[src/rtl/msk_pkg.sv]
// Shared types and helpers for the masked share deserializer: state encoding,
// index-width helper and the standard sharing-bus lane index (bit i, share j).
package msk_pkg;

   typedef enum logic {
      FILL = 1'b0,
      FULL = 1'b1
   } state_t;

   // $clog2 with a floor of 1 so a single-share build still gets a 1-bit index
   function automatic int clog2_min1(input int value);
      int w;
      w = $clog2(value);
      return (w < 1) ? 1 : w;
   endfunction

   function automatic int lane_idx(input int i, input int j, input int d);
      return i * d + j;
   endfunction

endpackage

[src/rtl/msk_share_lane.sv]
// One share index worth of storage: a count-bit enabled register, cleared by
// synchronous reset. One instance per share keeps the shares physically apart.
module msk_share_lane #(
   parameter int count = 1
) (
   input  logic             clk,
   input  logic             rst,
   input  logic             en,
   input  logic [count-1:0] d_in,
   output logic [count-1:0] q
);

   // Lane register: holds its share until the next write to this index
   always_ff @(posedge clk) begin
      if (rst) begin
         q <= '0;
      end else if (en) begin
         q <= d_in;
      end
   end

endmodule

[src/rtl/msk_share_deser.sv]
// Serial-to-parallel loader for masked data: one share per handshake, all d shares
// presented on a standard sharing bus. Optional ring refresh: MSK_DESER_REFRESH_EN.
module msk_share_deser
   import msk_pkg::*;
#(
   parameter int d     = 2,
   parameter int count = 1
) (
   input  logic               clk,
   input  logic               rst,
   input  logic [count-1:0]   in_share,
   input  logic               in_valid,
   output logic               in_ready,
`ifdef MSK_DESER_REFRESH_EN
   input  logic [count*d-1:0] rnd,
`endif
   output logic [count*d-1:0] out,
   output logic               out_valid,
   input  logic               out_ready
);

   localparam int IW = clog2_min1(d);
   localparam logic [IW-1:0] LAST_IDX = IW'(d - 1);

   state_t          state;
   state_t          state_nxt;
   logic [IW-1:0]   share_idx;
   logic [IW-1:0]   share_idx_nxt;
   logic            accept;
   logic            last;

   assign accept = in_valid & in_ready;
   assign last   = accept && (share_idx == LAST_IDX);

   // In FULL the single buffer frees up exactly when downstream consumes it
   always_comb begin
      state_nxt     = state;
      share_idx_nxt = share_idx;
      in_ready      = (state == FILL) | out_ready;
      out_valid     = (state == FULL);
      if (accept) begin
         if (share_idx == LAST_IDX) begin
            state_nxt     = FULL;
            share_idx_nxt = '0;
         end else begin
            state_nxt     = FILL;
            share_idx_nxt = share_idx + IW'(1);
         end
      end else if ((state == FULL) && out_ready) begin
         state_nxt     = FILL;
         share_idx_nxt = '0;
      end
   end

   always_ff @(posedge clk) begin
      if (rst) begin
         state     <= FILL;
         share_idx <= '0;
      end else begin
         state     <= state_nxt;
         share_idx <= share_idx_nxt;
      end
   end

   for (genvar j = 0; j < d; j++) begin : g_lane
      logic [count-1:0] q;
      logic [count-1:0] lane_d;
      logic             lane_en;
      logic             sel;

      assign sel = accept && (share_idx == IW'(j));

`ifdef MSK_DESER_REFRESH_EN
      // Ring refresh touches only this lane and randomness, never a neighbouring share
      logic [count-1:0] mask;
      for (genvar i = 0; i < count; i++) begin : g_mask
         assign mask[i] = rnd[lane_idx(i, j, d)] ^ rnd[lane_idx(i, (j + d - 1) % d, d)];
      end
      assign lane_en = sel | last;
      assign lane_d  = (sel ? in_share : q) ^ (last ? mask : '0);
`else
      assign lane_en = sel;
      assign lane_d  = in_share;
`endif

      msk_share_lane #(
         .count(count)
      ) u_lane (
         .clk  (clk),
         .rst  (rst),
         .en   (lane_en),
         .d_in (lane_d),
         .q    (q)
      );

      for (genvar i = 0; i < count; i++) begin : g_out
         assign out[lane_idx(i, j, d)] = q[i];
      end
   end

endmodule

[config.mk]
export PLATFORM = sky130hd
export DESIGN_NAME = msk_share_deser
export DESIGN_NICKNAME = d
export VERILOG_FILES = /design/src/rtl/msk_pkg.sv /design/src/rtl/msk_share_lane.sv /design/src/rtl/msk_share_deser.sv
export SDC_FILE = /design/constraint.sdc
export NUM_CORES = 1
export LEC_CHECK = 0
export ABC_AREA = 1
export BUFFER_PORTS_ARGS = -buffer_cell sky130_fd_sc_hd__buf_2
export CAP_MARGIN = 20
export CORE_AREA = 2 2 39 41
export DETAILED_ROUTE_END_ITERATION = 8
export DIE_AREA = 0 0 41 43
export PLACE_DENSITY = 0.33
export SLEW_MARGIN = 20
export SYNTH_ARGS = -nofsm -noshare
export SYNTH_HDL_FRONTEND = slang
export SYNTH_SLANG_ARGS = --single-unit
[constraint.sdc]
create_clock -name clk -period 1.1 [get_ports clk]
set_clock_uncertainty 0.05 [all_clocks]
set_input_delay 0.11 -clock clk [delete_from_list [all_inputs] [get_ports clk]]
set_output_delay 0.11 -clock clk [all_outputs]
set_load 0.005 [all_outputs]
==> run metrics, run 1 <==
die area=0.001763 sq mm; Final min period=1.012 ns; latest clock arrival within the worst-skew pair=0.23 ns; Max Slew Vio Count=0; Post-Syn Nets=40; most frequent cells in the layout=10 x nand2_1, 9 x inv_1, 8 x buf_2; status=finished clean; crit path kind=reg2out; Worst setup SP type=register; Max FO, Critical Path=7; Worst Hold Class=in2reg; WP data required=0.94 ns; Post-Layout Cell Count=60; initial DRC count=2; TritonCTS buffer count=3; first-pass GRT wire length=724 microns; H-Tree Depth=1; drt drc=0; Post-Synthesis Cells=35; vias in the first global route=173; die height=43 microns; Vias=214; Core Footprint=0.001384 sq mm; Pwr Total=0.4113 mW; maximum vdd drop=0.0004818 V; CTS tree=yes; max-cap violations=0; Hold Fails Final Rpt=0; number of synthesis warnings=0; # IOs=9; Peak Freq=0.9882 GHz; Post-DP HPWL=349.5 microns; Rel. slew slack=86.99%; Die X=41 microns; Clock Path Buffers=2; # clock sinks=4; synth top area cells=dfxtp_1 34%, nand2_1 16%, inv_1 14%; Syn-to-layout area delta=28.88%; GP Congestion=0.6896; Final setup viols=0; Rows=14; post-CTS resize count=0; Leakage=0.1881 nW; commonest non-fill, non-tap cell in the layout=nand2_1; Yosys top cell area share=34.22%; hold_ws=0.1061 ns; Inst Count DP=57; RSZ-0062 raised after global routing=false; cell taking the most area after synthesis=dfxtp_1; flip-flop and latch count after synthesis=4; I/O Buffers=8; clock root buffer=clkbuf_4; Routed WL=458 microns; Power Density=1364 mW/mm^2; initial antenna violation count=0; wire per inst=7.633 microns; clk slew on worst S/H paths=0.04 ns; Setup TNS Final=0 ns; Distinct cells, synth=11; cts hold-fix bufs=0; syn avg cell area=6.685 sq um; # diodes=0; GR Overflow Total=0; Syn Std Cell Area=234.0 sq um; all-layer global routing usage=6.921%; Final ANT Viol Nets=0; register-to-register setup slack=0.25 ns; NumNets Final=51; layout cell share with drive strength beyond 1=34.09%; post-synthesis sequential area ratio=34.22%; actual slew at the worst max-slew pin=0.1949 ns; Initial Util=16.91%; pin count of the biggest net entering global routing=8; Critical Path Sink Type=output pin; Vias/cell=3.567; Arr. time, crit path=0.85 ns; 1st-pass router iterations=2; crit share post-route=91.99%; Post-CTS Setup Inserts=0
[flip-flops by register name (all words and copies together), names as in the netlist]
signal / flops
share_idx: 1
out_valid: 1
g_lane.u_lane.q: 2
[cell type report]
| cell class | instances | area (sq um) |
|---|---|---|
| multi-input cells | 19 | 101.3 |
| fillers | 166 | 1082 |
| inverters | 10 | 37.54 |
| repair buffers | 8 | 40.04 |
| clock buffers | 3 | 22.52 |
| well taps | 16 | 20.02 |
| flip-flops and latches | 4 | 80.08 |
[layer usage]
layer	global-route usage (%)	wire, microns	vias to the layer above
met5	0	0	-
met4	4.000	0	0
met3	7.853	56	0
met2	6.250	175	9
met1	8.974	226	85
li1	-	-	120
[through the flow]
| step | worst slack, ns | util, % | area [sq um] |
|---|---|---|---|
| floorplan | 0.2735 | - | 234.0 |
| finish | 0.08810 | 21.79 | 301.5 |
| CTS | 0.07968 | 21.79 | 301.5 |
| global placement | 0.2452 | 20.16 | 279.0 |
| detailed placement | 0.2544 | 20.16 | 279.0 |
| global route | 0.03844 | 21.79 | 301.5 |
[worst paths after layout]
check / startpoint / endpoint / depth (start not counted)
hold reg to reg: g_lane[0].u_lane.q$_SDFFE_PP0P_ / g_lane[0].u_lane.q$_SDFFE_PP0P_ / 4
setup reg to reg: share_idx$_SDFFE_PP0P_ / g_lane[0].u_lane.q$_SDFFE_PP0P_ / 5
hold / removal: rst / out_valid$_SDFFE_PP0P_ / 4
setup / recovery: out_valid$_SDFFE_PP0P_ / in_ready / 2
[cells in the mapped netlist (all sizes together)]
cell type and n:
nand2 12, inv 10, dfxtp 4, nor2 3, buf 2, nand3 2, nand4 2
[worst max-delay path, cell delays in order, from the launching register on]
cell     delay (ns)
dfxtp_1        0.38
nand2_4        0.10
buf_2          0.14
[power breakdown]
group	internal [mW]	total, mW	switching, mW
sequential	0.157	0.166	0.00927
combinational	0.0283	0.0627	0.0344
clock	0.122	0.182	0.0604
[cell families (layout without fill, tap and decap cells)]
kind of cell | Yosys count | in the layout | synth area share [%]
simple gates | 19 | 19 | 43.32
buf+inv | 12 | 21 | 22.46
flops | 4 | 4 | 34.23
Note: power is estimated with default switching activity, not from simulation.
==> run 2, diff against run 1 <==
--- a/config.mk
+++ b/config.mk
@@ -11,8 +11,9 @@
 export CORE_AREA = 2 2 39 41
 export DETAILED_ROUTE_END_ITERATION = 8
 export DIE_AREA = 0 0 41 43
-export PLACE_DENSITY = 0.33
+export PLACE_DENSITY = 0.32
 export SLEW_MARGIN = 20
 export SYNTH_ARGS = -nofsm -noshare
 export SYNTH_HDL_FRONTEND = slang
+export SYNTH_HIERARCHICAL = 1
 export SYNTH_SLANG_ARGS = --single-unit
==> run 2 against run 1 <==
Against the previous run:
- sequential share of layout area up 1.3 points
- critical path type unchanged
- global-route usage down 0.81 points
- highest routed layer unchanged
- power down 1.9%
- clock power about the same
- routed wire length down 13%
- first-iteration DRC count up 50%
- largest cell class unchanged
- critical path depth unchanged
- largest power group unchanged
- non-clock buffer count unchanged
- core utilization down 0.99 points
- worst hold slack worse by 0.0015 ns
==> run metrics, run 2 <==
Post-DP HPWL=344.4 microns; Largest Register=g_lane.u_lane/q; cts hold-fix bufs=0; die area=0.001763 sq mm; RSZ-0062 raised after global routing=false; Vias=203; vias in the first global route=191; Core Footprint=0.001384 sq mm; die height=43 microns; CP max stage delay=0.35 ns; number of synthesis warnings=6; Peak Freq=1.034 GHz; drt drc=0; Initial Util=15.91%; actual slew at the worst max-slew pin=0.1539 ns; worst hold path startpoint=rst; number of flops mapped to enable cells by yosys=0; Worst path slowest cell=dfxtp_1; Vias/cell=3.328; most frequent cells in the layout=11 x inv_1, 9 x nand2_1, 8 x buf_2; clock root buffer=clkbuf_4; CP cell instances=nand2_2 -> buf_2; Post-CTS Setup Inserts=0; Rows=14; asr flop ratio synth=0%; dpl ws=0.1492 ns; # clock sinks=4; Syn Std Cell Area=220.2 sq um; Rel. slew slack=89.63%; TritonCTS buffer count=3; max-cap violations=0; crit path kind=reg2out; worst setup margin=0.1326 ns; H-Tree Depth=1; Clock Path Buffers=2; max reg flops=2; Distinct cells, synth=9; latest clock arrival within the worst-skew pair=0.23 ns; CTS tree=yes; initial antenna violation count=0; Setup TNS Final=0 ns; Post-Syn Nets=41; Power Density=1402 mW/mm^2; Post-Synthesis Cells=36; all-layer global routing usage=6.106%; cell taking the most area after synthesis=dfxtp_1; synth top area cells=dfxtp_1 36%, inv_1 19%, nand2_1 15%; Synth top cells by count=11 x inv_1, 9 x nand2_1, 4 x dfxtp_1, 4 x nor2_1; R2R Path Start=out_valid$_SDFFE_PP0P_; Die X=41 microns; FILL cells=173; GR Overflow Total=0; Arr. time, crit path=0.81 ns; pin count of the biggest net entering global routing=5; Pwr Total=0.4034 mW; crit share post-route=87.95%; Worst Hold Class=in2reg; CP Launch Point=out_valid$_SDFFE_PP0P_; Final min period=0.9674 ns; Leakage=0.1843 nW; clk slew on worst S/H paths=0.04 ns; GP Congestion=0.6003; Final ANT Viol Nets=0; commonest non-fill, non-tap cell in the layout=inv_1; flip-flop and latch count after synthesis=4; NumNets Final=52; cell with the most instances after synthesis=inv_1; 1st-pass router iterations=2; I/O Buffers=8; Final setup viols=0; WP data required=0.94 ns; post-CTS resize count=0; first-pass GRT wire length=648 microns; Critical Path Sink Type=output pin; Yosys top cell area share=36.36%; WP buf/inv=1; post-synthesis sequential area ratio=36.36%; # IOs=9; # diodes=0; syn avg cell area=6.117 sq um; status=finished clean; wire per inst=6.557 microns; CP delay by family, top=flip-flops; Syn-to-layout area delta=30.68%; Max FO, Critical Path=4; Synth Flop Type=dfxtp_1; Hold Fails Final Rpt=0; initial DRC count=3; layout cell share with drive strength beyond 1=33.33%; maximum vdd drop=0.0003825 V; Routed WL=400 microns; Worst setup SP type=register; Max Slew Vio Count=0
==> run 2: final timing paths <==
kind	end	slack, ns	depth (start not counted)
min	g_lane[0].u_lane/q$_SDFFE_PP0P_	0.10	4
max	in_ready	0.13	2
max reg2reg	g_lane[0].u_lane/q$_SDFFE_PP0P_	0.17	6
min reg2reg	g_lane[1].u_lane/q$_SDFFE_PP0P_	0.43	2
==> run 2: layout make-up <==
cell class / count / area, sq um / share of cell area [%]
clock buffer: 3 / 22.52 / 7.826
inverter: 11 / 41.29 / 14.35
multi-input combinational: 19 / 83.83 / 29.13
sequential: 4 / 80.08 / 27.83
tap: 16 / 20.02 / 6.957
timing repair buffer: 8 / 40.04 / 13.91
==> run 2: stage by stage <==
step                hold WS [ns]  area, sq um  utilization, %  instances
finish                    0.1046        287.8           20.80         61
floorplan                 0.2129        220.2               -         36
global route              0.1167        287.8           20.80         61
detailed placement        0.3516        265.3           19.17         58
CTS                       0.1013        287.8           20.80         61
global placement          0.3490        265.3           19.17         58
==> run 2: power breakdown <==
group	internal, mW	switching [mW]
combinational	0.0261	0.0311
sequential	0.157	0.00704
clock	0.122	0.0603
total	0.305	0.0984
==> run 2: cell families (layout without fill, tap and decap cells) <==
| family | count (synthesis) | after routing | share of synthesized area, % |
|---|---|---|---|
| flip-flops | 4 | 4 | 36.37 |
| AO/OA/AOI/OAI | 1 | 1 | 2.271 |
| buffers and inverters | 13 | 22 | 25.57 |
| AND/OR/NAND/NOR | 18 | 18 | 35.79 |
==> run 2: worst register-to-register path: stages (launching register included) <==
cell and delay (ns):
dfxtp_1 0.32, nand2_2 0.10, nand2_2 0.06, nor2_1 0.13, nand2_1 0.07, nand2_1 0.07
nor2_2 0.03
==> run 2: per-layer routing <==
layer / track usage, % / routed length [microns] / up-vias
li1: - / - / 116
met1: 5.732 / 181 / 81
met2: 7.813 / 176 / 6
met3: 7.853 / 42 / 0
met4: 2.000 / 0 / 0
met5: 0 / 0 / -
